### config.mk
export PLATFORM = sky130hd
export DESIGN_NAME = alu_op_sequencer_flat
export DESIGN_NICKNAME = d
export VERILOG_FILES = /design/src/rtl/alu_op_sequencer_if.sv /design/src/rtl/alu_op_sequencer.sv /design/src/flat_wrapper.sv
export SDC_FILE = /design/constraint.sdc
export NUM_CORES = 1
export LEC_CHECK = 0
export ABC_AREA = 1
export ABC_CLOCK_PERIOD_IN_PS = 1900
export CORE_UTILIZATION = 57
export CTS_CLUSTER_SIZE = 24
export DETAILED_ROUTE_END_ITERATION = 8
export DONT_BUFFER_PORTS = 1
export GPL_TIMING_DRIVEN = 0
export PLACE_DENSITY = 0.76
export REMOVE_ABC_BUFFERS = 1
export SLEW_MARGIN = 10
export SYNTH_ARGS = -nofsm -noshare
export SYNTH_HDL_FRONTEND = slang
export SYNTH_SLANG_ARGS = --single-unit
### constraint.sdc
create_clock -name clk -period 1.9 [get_ports clk]
set_input_delay 0 -clock clk [delete_from_list [all_inputs] [get_ports clk]]
set_output_delay 0 -clock clk [all_outputs]
set_load 0.01 [all_outputs]
### src/rtl/alu_op_sequencer_if.sv
// Handshake bundle between the datapath/ALU side and the ALU op sequencer.
// The sequencer connects through the slave modport; the datapath uses master.
interface alu_op_sequencer_if #(
    parameter int OP_W = 16
);
    logic            start;
    logic [OP_W-1:0] op_req;
    logic [OP_W-1:0] alu_op;
    logic [63:0]     z_in;
    logic [31:0]     z_hi;
    logic [31:0]     z_lo;
    logic            busy;
    logic            done;
    logic            err;

    modport master (
        output start, op_req, z_in,
        input  alu_op, z_hi, z_lo, busy, done, err
    );

    modport slave (
        input  start, op_req, z_in,
        output alu_op, z_hi, z_lo, busy, done, err
    );
endinterface

### src/rtl/alu_op_sequencer.sv
// Drives the one-hot ALU op vector for one cycle (or DIV_CYCLES for DIV),
// captures the 64-bit Z result into HI/LO and pulses done.
module alu_op_sequencer #(
    parameter int OP_W       = 16,
    parameter int DIV_BIT    = 4,
    parameter int DIV_CYCLES = 34
) (
    input logic               clk,
    input logic               resetn,
    alu_op_sequencer_if.slave bus
);
    typedef enum logic [1:0] {IDLE, EXEC, DIV_WAIT, DONE} state_t;

    // A one-clock divide still needs a 1-bit counter to exist.
    localparam int                CNT_W    = (DIV_CYCLES > 1) ? $clog2(DIV_CYCLES) : 1;
    localparam logic [CNT_W-1:0]  CNT_LOAD = CNT_W'(DIV_CYCLES - 1);
    localparam logic [OP_W-1:0]   DIV_OP   = OP_W'(1) << DIV_BIT;

    state_t          state, state_d;
    logic [CNT_W-1:0] cnt, cnt_d;
    logic [OP_W-1:0] alu_op_q, alu_op_d;
    logic [31:0]     z_hi_q, z_hi_d;
    logic [31:0]     z_lo_q, z_lo_d;
    logic            busy_q, busy_d;
    logic            done_q, done_d;
    logic            err_q, err_d;
    logic            req_onehot;

    assign req_onehot = (bus.op_req != '0) &&
                        ((bus.op_req & (bus.op_req - OP_W'(1))) == '0);

    // NOTE: every signal gets its hold/default value first so no path through
    // the case statement leaves one unassigned, which would infer a latch.
    always_comb begin
        state_d  = state;
        cnt_d    = cnt;
        alu_op_d = alu_op_q;
        z_hi_d   = z_hi_q;
        z_lo_d   = z_lo_q;
        busy_d   = busy_q;
        done_d   = 1'b0;
        err_d    = 1'b0;

        case (state)
            IDLE: begin
                if (bus.start) begin
                    if (!req_onehot) begin
                        err_d = 1'b1;
                    end else begin
                        alu_op_d = bus.op_req;
                        busy_d   = 1'b1;
                        if (bus.op_req == DIV_OP) begin
                            state_d = DIV_WAIT;
                            cnt_d   = CNT_LOAD;
                        end else begin
                            state_d = EXEC;
                        end
                    end
                end
            end
            EXEC: begin
                z_hi_d   = bus.z_in[63:32];
                z_lo_d   = bus.z_in[31:0];
                alu_op_d = '0;
                done_d   = 1'b1;
                state_d  = DONE;
            end
            DIV_WAIT: begin
                if (cnt == '0) begin
                    z_hi_d   = bus.z_in[63:32];
                    z_lo_d   = bus.z_in[31:0];
                    alu_op_d = '0;
                    done_d   = 1'b1;
                    state_d  = DONE;
                end else begin
                    cnt_d = cnt - CNT_W'(1);
                end
            end
            DONE: begin
                busy_d  = 1'b0;
                state_d = IDLE;
            end
            default: begin
                state_d  = IDLE;
                alu_op_d = '0;
                busy_d   = 1'b0;
            end
        endcase
    end

    // NOTE: the async reset clears alu_op immediately so the ALU (and the
    // divider) stop the moment resetn falls; sequential state uses <= only.
    always_ff @(posedge clk or negedge resetn) begin
        if (!resetn) begin
            state    <= IDLE;
            cnt      <= '0;
            alu_op_q <= '0;
            z_hi_q   <= '0;
            z_lo_q   <= '0;
            busy_q   <= 1'b0;
            done_q   <= 1'b0;
            err_q    <= 1'b0;
        end else begin
            state    <= state_d;
            cnt      <= cnt_d;
            alu_op_q <= alu_op_d;
            z_hi_q   <= z_hi_d;
            z_lo_q   <= z_lo_d;
            busy_q   <= busy_d;
            done_q   <= done_d;
            err_q    <= err_d;
        end
    end

    assign bus.alu_op = alu_op_q;
    assign bus.z_hi   = z_hi_q;
    assign bus.z_lo   = z_lo_q;
    assign bus.busy   = busy_q;
    assign bus.done   = done_q;
    assign bus.err    = err_q;
endmodule

### src/flat_wrapper.sv
// flat-port wrapper written by rule: the top's interface ports become plain ports
module alu_op_sequencer_flat 
#(
    parameter int OP_W       = 16,
    parameter int DIV_BIT    = 4,
    parameter int DIV_CYCLES = 34
)
  (clk, resetn, bus_start, bus_op_req, bus_z_in, bus_alu_op, bus_z_hi, bus_z_lo, bus_busy, bus_done, bus_err);
  alu_op_sequencer_if #(.OP_W(OP_W)) bus_i ();
  input logic clk;
  input logic resetn;
  input wire logic [$bits(bus_i.start)-1:0] bus_start;
  input wire logic [$bits(bus_i.op_req)-1:0] bus_op_req;
  input wire logic [$bits(bus_i.z_in)-1:0] bus_z_in;
  output wire logic [$bits(bus_i.alu_op)-1:0] bus_alu_op;
  output wire logic [$bits(bus_i.z_hi)-1:0] bus_z_hi;
  output wire logic [$bits(bus_i.z_lo)-1:0] bus_z_lo;
  output wire logic [$bits(bus_i.busy)-1:0] bus_busy;
  output wire logic [$bits(bus_i.done)-1:0] bus_done;
  output wire logic [$bits(bus_i.err)-1:0] bus_err;
  assign bus_i.start = bus_start;
  assign bus_i.op_req = bus_op_req;
  assign bus_i.z_in = bus_z_in;
  assign bus_alu_op = bus_i.alu_op;
  assign bus_z_hi = bus_i.z_hi;
  assign bus_z_lo = bus_i.z_lo;
  assign bus_busy = bus_i.busy;
  assign bus_done = bus_i.done;
  assign bus_err = bus_i.err;
  alu_op_sequencer #(.OP_W(OP_W), .DIV_BIT(DIV_BIT), .DIV_CYCLES(DIV_CYCLES)) u_core (.clk(clk), .resetn(resetn), .bus(bus_i));
endmodule
==> results.md, run 1 <==
* Die footprint at about 0.0077 mm²
* DR WL/cell at 18.4 µm
* Filler cells at roughly 400
* Core Footprint at between 0.006 and 0.007 mm²
* Worst stage delay on the critical path at roughly 0.45 ns
* Ant diodes at 0
* HPWL Detailed at between 6000 and 7000 µm
* MaxCap Viol Count at 0
* Design Area, Final at approximately 0.0054 mm²
* Final-report setup violation count at 0
* Power Density at 1650 mW/mm²
* #FFs+latches synth at 91
* Placer Congestion at 0.925
* First-pass GRT wire length at about 17000 µm
* Vias at about 3200
* Min Tclk post-route at roughly 1.9 ns
* Slew HR at 0.722
* Fmax at 538 MHz
* Pwr Total at roughly 8.9 mW
* # rows at 30
* VDD IR-drop max at about 0.8 mV
* Max Slew Vio Count at 0
* CTS tree: yes
* Yosys cell types at 28
* Layout area overhead at 27.8%
* Synthesized area at between 0.004 and 0.005 mm²
* Max FO, Critical Path at 11
* Hold Vio Cnt, Final at between 90 and 100
* Dpl cell area at around 0.0043 mm²
* Synthesized instance count at 396
* Final clock skew at between 0.015 and 0.02 ns
* Crit share post-route at 0.978
* Syn_area_per_cell at between 10 and 15 µm²
* Final core utilization at 0.771
* Critical Path RT at 2.12 ns
* CTS Buf Count at 9
* Pleak at ~2.4 nW
* CTS clk-pin slew, worst paths at roughly 0.1 ns
* Crit end category: register
* Hold WS at -0.670 ns
* TNS Setup at 0 ns
* Chip width at 87.8 µm
* RSZ-0062 raised after global routing: true
* Starting Density at 0.604
* Clk_lat worst skew at approximately 0.36 ns
* Die height at 87.8 µm
* Worst path bufs/invs at 3
* IO buf count at 0
* Share of layout cells above drive strength 1 at 0.223
* DRT antenna net count at 0
* Overflow after GRT at 0
* # H-tree levels at 3
* TritonRoute pass-1 iters at 4
* Nets at ~570
* DRT iter0 DRCs at ~120
* Critical path launch point type: register
* Post-route DRC at 0
* Drt via density at ~5.4
* Largest net degree at the start of global routing at between 90 and 100
* Failing checks: negative hold slack
* Critical Path Most Common Cell: o21ai_0
* Min-Delay Path Class: input pin to async pin
* Total GRT Usage at 0.291
* Sink Count at 91
* Io pins at 166
* Initial antenna violation count at 0
* Sequential share of the synthesized area at 0.543
* Run status: finished, violations left
* Max clock buf depth at 2
* # hold bufs at CTS at 81
* Number of global-route vias before repair at approximately 3300
* Slowest cell on the critical path: dfrtp_2
* Most common cell after layout, fill and taps aside: dfrtp_1
* Most frequent cells in the layout: dfrtp_1 (90), dlygate4sd3_1 (81), nand2_1 (73)
* Worst slew pin tran at slightly above 0.4 ns
* Worst-path cell chain: inv_1 > ha_4 > nand2_4 > o21ai_0 > nor2_1 > nand2_2 > buf_4 > inv_1 > o21ai_0 > o21ai_0
* Critical path arrival at ~2.1 ns
* Routed wire length at 10800 µm
* Synth warn at 0
* Kind of critical path: register to register
* Crit-path leading delay family: flip-flops
* Root Buffer: clkbuf_8
==> path summary, 6_finish.rpt <==
check                                             from                         endpoint  slack, ns  cells after the start
min in group clk                        bus_op_req[13]      u_core.bus.busy$_DFFE_PN0P_       0.09                      9
setup reg to reg           u_core.state[1]$_DFFE_PN0P_        u_core.cnt[0]$_DFFE_PN0P_       0.04                     10
setup / recovery           u_core.state[1]$_DFFE_PN0P_        u_core.cnt[0]$_DFFE_PN0P_       0.04                     10
hold / removal                                  resetn  u_core.bus.z_hi[21]$_DFFE_PN0P_      -0.67                      0
max in group asynchronous                       resetn  u_core.bus.z_hi[30]$_DFFE_PN0P_       2.43                      0
hold reg to reg              u_core.cnt[1]$_DFFE_PN0P_        u_core.cnt[1]$_DFFE_PN0P_       0.53                      2
==> state kept, by name, summed over array words and instances, names as in the netlist <==
signal             cells
u_core.bus.z_lo       32
u_core.bus.done        1
u_core.state           2
u_core.bus.z_hi       32
u_core.cnt             6
u_core.bus.err         1
u_core.bus.alu_op     16
u_core.bus.busy        1
==> Yosys cell counts, drive strengths merged <==
master   n  area (µm²)
clkbuf   5        18.8
dfrtp   91        2280
inv     36         135
nor3b    1        7.51
a21oi    3        15.0
nand4   20         125
o211ai   1        7.51
o21a     2        15.0
o22ai    1        6.26
o21ai   12        67.6
nor3     2        10.0
ha       7        87.6
nand3   10        67.6
nand2   79         309
xnor2    1        8.76
mux2    64         721
o31ai    2        15.0
nor2    50         205
buf      9        93.8
==> timing repair <==
action / in CTS / in global routing
endpoints found under the setup margin: 86 / 60
setup buffers: 5 / 2
pin swaps: 4 / 2
gates cloned: 2 / 0
resized for setup: 7 / 10
hold endpoints to repair: 173 / 91
==> cell families after synthesis <==
kind of cell,Yosys count,share of synthesized area
fa+ha+maj,7,0.0209
mux,64,0.172
simple gates,162,0.173
compound gates,21,0.0301
xor+xnor,1,0.00209
buf+inv,50,0.0591
flops,91,0.543
==> metal layers <==
layer / global-route usage / vias to the layer above / share of wire
li1: - / 1481 / -
met1: 0.348 / 1532 / 0.39
met2: 0.502 / 146 / 0.51
met3: 0.0754 / 28 / 0.076
met4: 0.122 / 0 / 0.028
met5: 0 / - / 0
==> report_power, final <==
group / leakage (nW) / internal (mW) / switching [mW] / total, mW
Combinational: 1.27 / 1.84 / 1.80 / 3.64
Clock: 0.0755 / 0.485 / 0.694 / 1.18
Sequential: 1.09 / 2.89 / 1.15 / 4.05
Total: 2.43 / 5.22 / 3.65 / 8.86
==> layout make-up <==
class / count / area [µm²] / share of cell area
clock buffer: 10 / 128 / 0.0238
sequential: 91 / 2280 / 0.425
clock inverter: 6 / 47.5 / 0.00888
multi-input combinational: 257 / 1760 / 0.328
timing repair buffer: 89 / 891 / 0.166
tap: 96 / 120 / 0.0224
inverter: 36 / 135 / 0.0252
==> through the flow <==
stage | instances | worst slack [ns]
global placement | 478 | -1.67
finish | 585 | 0.0411
global route | 585 | -0.0430
CTS | 584 | 0.00419
floorplan | 382 | -1.05
detailed placement | 480 | -0.535
(Power assumes the default switching activity.)
==> inputs of run 2 (changes only) <==
--- a/config.mk
+++ b/config.mk
@@ -16,3 +16,2 @@
 export REMOVE_ABC_BUFFERS = 1
-export SLEW_MARGIN = 10
 export SYNTH_ARGS = -nofsm -noshare
==> constraint.sdc (replaced) <==
create_clock -name clk -period 1.9 [get_ports clk]
set_input_delay 0.38 -clock clk [delete_from_list [all_inputs] [get_ports clk]]
set_output_delay 0.38 -clock clk [all_outputs]
set_load 0.01 [all_outputs]
==> run 2 against run 1 <==
Against the previous run:
- the flow still finishes with violations (negative hold slack)
- count of clock-buffer cells in the layout unchanged
- setup slack better by 0.064 ns
- via count is 13% lower
- clock skew fell by 0.0030 ns
- routed wire length down 21%
- combinational power down 7.1%
- global-route usage fell by 6.2 points
- flip-flop and latch count unchanged
- largest cell class unchanged
==> results.md, run 2 (synthesis gave the netlist of run 1 again) <==
* Run status: finished, violations left
* Failing checks: negative hold slack
* # rows at 30 (unchanged)
* MaxCap Viol Count at 0 (unchanged)
* CTS Buf Count at 9 (unchanged)
* Final-report setup violation count at 0 (unchanged)
* Share of layout cells above drive strength 1 at 0.261 (+0.0382)
* Drt via density at 5.55 (+1.9%)
* Min-Delay Path Class: input pin to async pin
* Placed Instances at 480 (unchanged)
* GR peak layer: met2
* Io pins at 166 (unchanged)
* Core Footprint at 0.00694 mm² (unchanged)
* Final WS setup at 0.105 ns (+0.0640 ns)
* Initial antenna violation count at 0 (unchanged)
* Hold WS at -0.295 ns (+0.374 ns)
* Die height at 87.8 µm (unchanged)
* CTS clk-pin slew, worst paths at 0.10 ns (about the same)
* Max FO, Critical Path at 8 (-3)
* Fmax at 557 MHz (+3.6%)
* DR WL/cell at 16.9 µm (-8.1%)
* Critical path launch point type: register
* Largest net degree at the start of global routing at 92 (unchanged)
* Final clock skew at 0.0132 ns (-0.00297 ns)
* Nets at 491 (-14%)
* Chip width at 87.8 µm (unchanged)
* Kind of critical path: register to register
* M2 GR Usage at 0.397 (-0.104)
* Crit end category: register
* Die footprint at 0.00770 mm² (unchanged)
* Overflow after GRT at 0 (unchanged)
* Min Tclk post-route at 1.79 ns (-0.0640 ns)
* Critical path arrival at 2.03 ns (-0.05 ns)
* Place WS at -0.497 ns (+0.0378 ns)
* Root Buffer: clkbuf_8
* Slew HR at 0.780 (+0.0579)
* Critical Path RT at 2.14 ns (+0.02 ns)
* Starting Density at 0.604 (unchanged)
* Final Non-Filler Cells at 502 (-14%)
* Ant diodes at 0 (unchanged)
* Sink Count at 91 (unchanged)
* IO buf count at 0 (unchanged)
* TritonRoute pass-1 iters at 4 (unchanged)
* Layout area overhead at 8.59%
* # H-tree levels at 3 (unchanged)
* Placer Congestion at 0.925 (unchanged)
* Routed wire length at 8490 µm (-21%)
* Number of global-route vias before repair at 2697 (-19%)
* Power Density at 1890 mW/mm² (+14%)
* Most frequent cells in the layout: dfrtp_1 (90), nand2_1 (73), mux2_2 (64)
* Max Slew Vio Count at 0 (unchanged)
* Most common cell after layout, fill and taps aside: dfrtp_1
* VDD IR-drop max at 0.810 mV (+3.8%)
* DRT iter0 DRCs at 61 (-47%)
* First-pass GRT wire length at 13200 µm (-21%)
* Crit share post-route at 0.945 (-0.0337)
* Vias at 2788 (-13%)
* Clk_lat worst skew at 0.36 ns (about the same)
* Met1 GRT Util at 0.259 (-0.0889)
* HPWL Detailed at 6190 µm (+0.27%)
* RSZ-0062 raised after global routing: false
* Max clock buf depth at 2 (unchanged)
* Grt met3 use at 0.0829 (+0.00754)
* Worst slew pin tran at 0.327 ns (-0.0888 ns)
* Post-route DRC at 0 (unchanged)
* Total GRT Usage at 0.229 (-0.0624)
* Hold Vio Cnt, Final at 91 (unchanged)
* CTS tree: yes
* Pleak at 2.12 nW (-13%)
* DRT antenna net count at 0 (unchanged)
## run 2: changes by cell type in the layout (fill, tap and decap cells not counted), moves of 2 or more
cell and delta:
buf_4 -2, clkinvlp_4 -3, dlygate4sd3_1 -81, inv_6 +2
## run 2: stage by stage
| step | TNS [ns] | power (mW) | area, µm² | util |
|---|---|---|---|---|
| global route | 0 | 9.19 | 4550 | 0.656 |
| CTS | 0 | 8.67 | 4540 | 0.654 |
| finish | 0 | 8.60 | 4550 | 0.656 |
| global placement | -111.79 | 6.87 | 4200 | 0.605 |
| floorplan | -67.80 | 6.29 | 4080 | - |
| detailed placement | -13.48 | 7.12 | 4260 | 0.613 |
## run 2: layout make-up
| cell class | count | area (µm²) |
|---|---|---|
| Sequential cell | 91 | 2280 |
| Timing Repair Buffer | 7 | 90.1 |
| Clock inverter | 6 | 53.8 |
| Multi-Input combinational cell | 256 | 1740 |
| Fill cell | 537 | 2390 |
| Inverter | 36 | 135 |
| Tap cell | 96 | 120 |
| Clock buffer | 10 | 138 |
## run 2: timing repair
action	in CTS	in global routing
endpoints found under the hold margin	91	91
cloned	2	0
endpoints found under the setup margin	78	47
resized for setup	7	6
pin swaps	2	1
setup buffers	4	1
## run 2: worst paths after layout
| kind | end | from | slack, ns | cells past startpoint |
|---|---|---|---|---|
| worst max register to register | u_core.cnt[5]$_DFFE_PN0P_ | u_core.cnt[0]$_DFFE_PN0P_ | 0.11 | 10 |
| max in group asynchronous | u_core.bus.z_lo[10]$_DFFE_PN0P_ | resetn | 2.05 | 0 |
| worst min-delay path | u_core.bus.z_lo[22]$_DFFE_PN0P_ | resetn | -0.30 | 0 |
| min in group clk | u_core.bus.z_hi[21]$_DFFE_PN0P_ | bus_z_in[53] | 0.16 | 1 |
| worst min register to register | u_core.cnt[3]$_DFFE_PN0P_ | u_core.cnt[3]$_DFFE_PN0P_ | 0.53 | 1 |
| worst max-delay path | u_core.cnt[5]$_DFFE_PN0P_ | u_core.cnt[0]$_DFFE_PN0P_ | 0.11 | 10 |
## run 2: where the power goes
part	internal (mW)	switching, mW
clock network	0.540	0.729
logic	1.76	1.62
registers	2.90	1.06
## run 2: routing by layer
layer / part of all wire / vias to the layer above
li1: - / 1315
met1: 0.38 / 1343
met2: 0.52 / 124
met3: 0.094 / 6
met4: 0.011 / 0
met5: 0 / -
## run 2: worst max-delay path, stage by stage, from the launching register on
cell,delay (ns)
dfrtp_1,0.37
inv_1,0.15
ha_1,0.18
nand4_1,0.14
buf_4,0.19
nor2_1,0.15
nor2_1,0.07
nand2_2,0.14
nor2_1,0.07
a21oi_1,0.12
o21ai_0,0.09
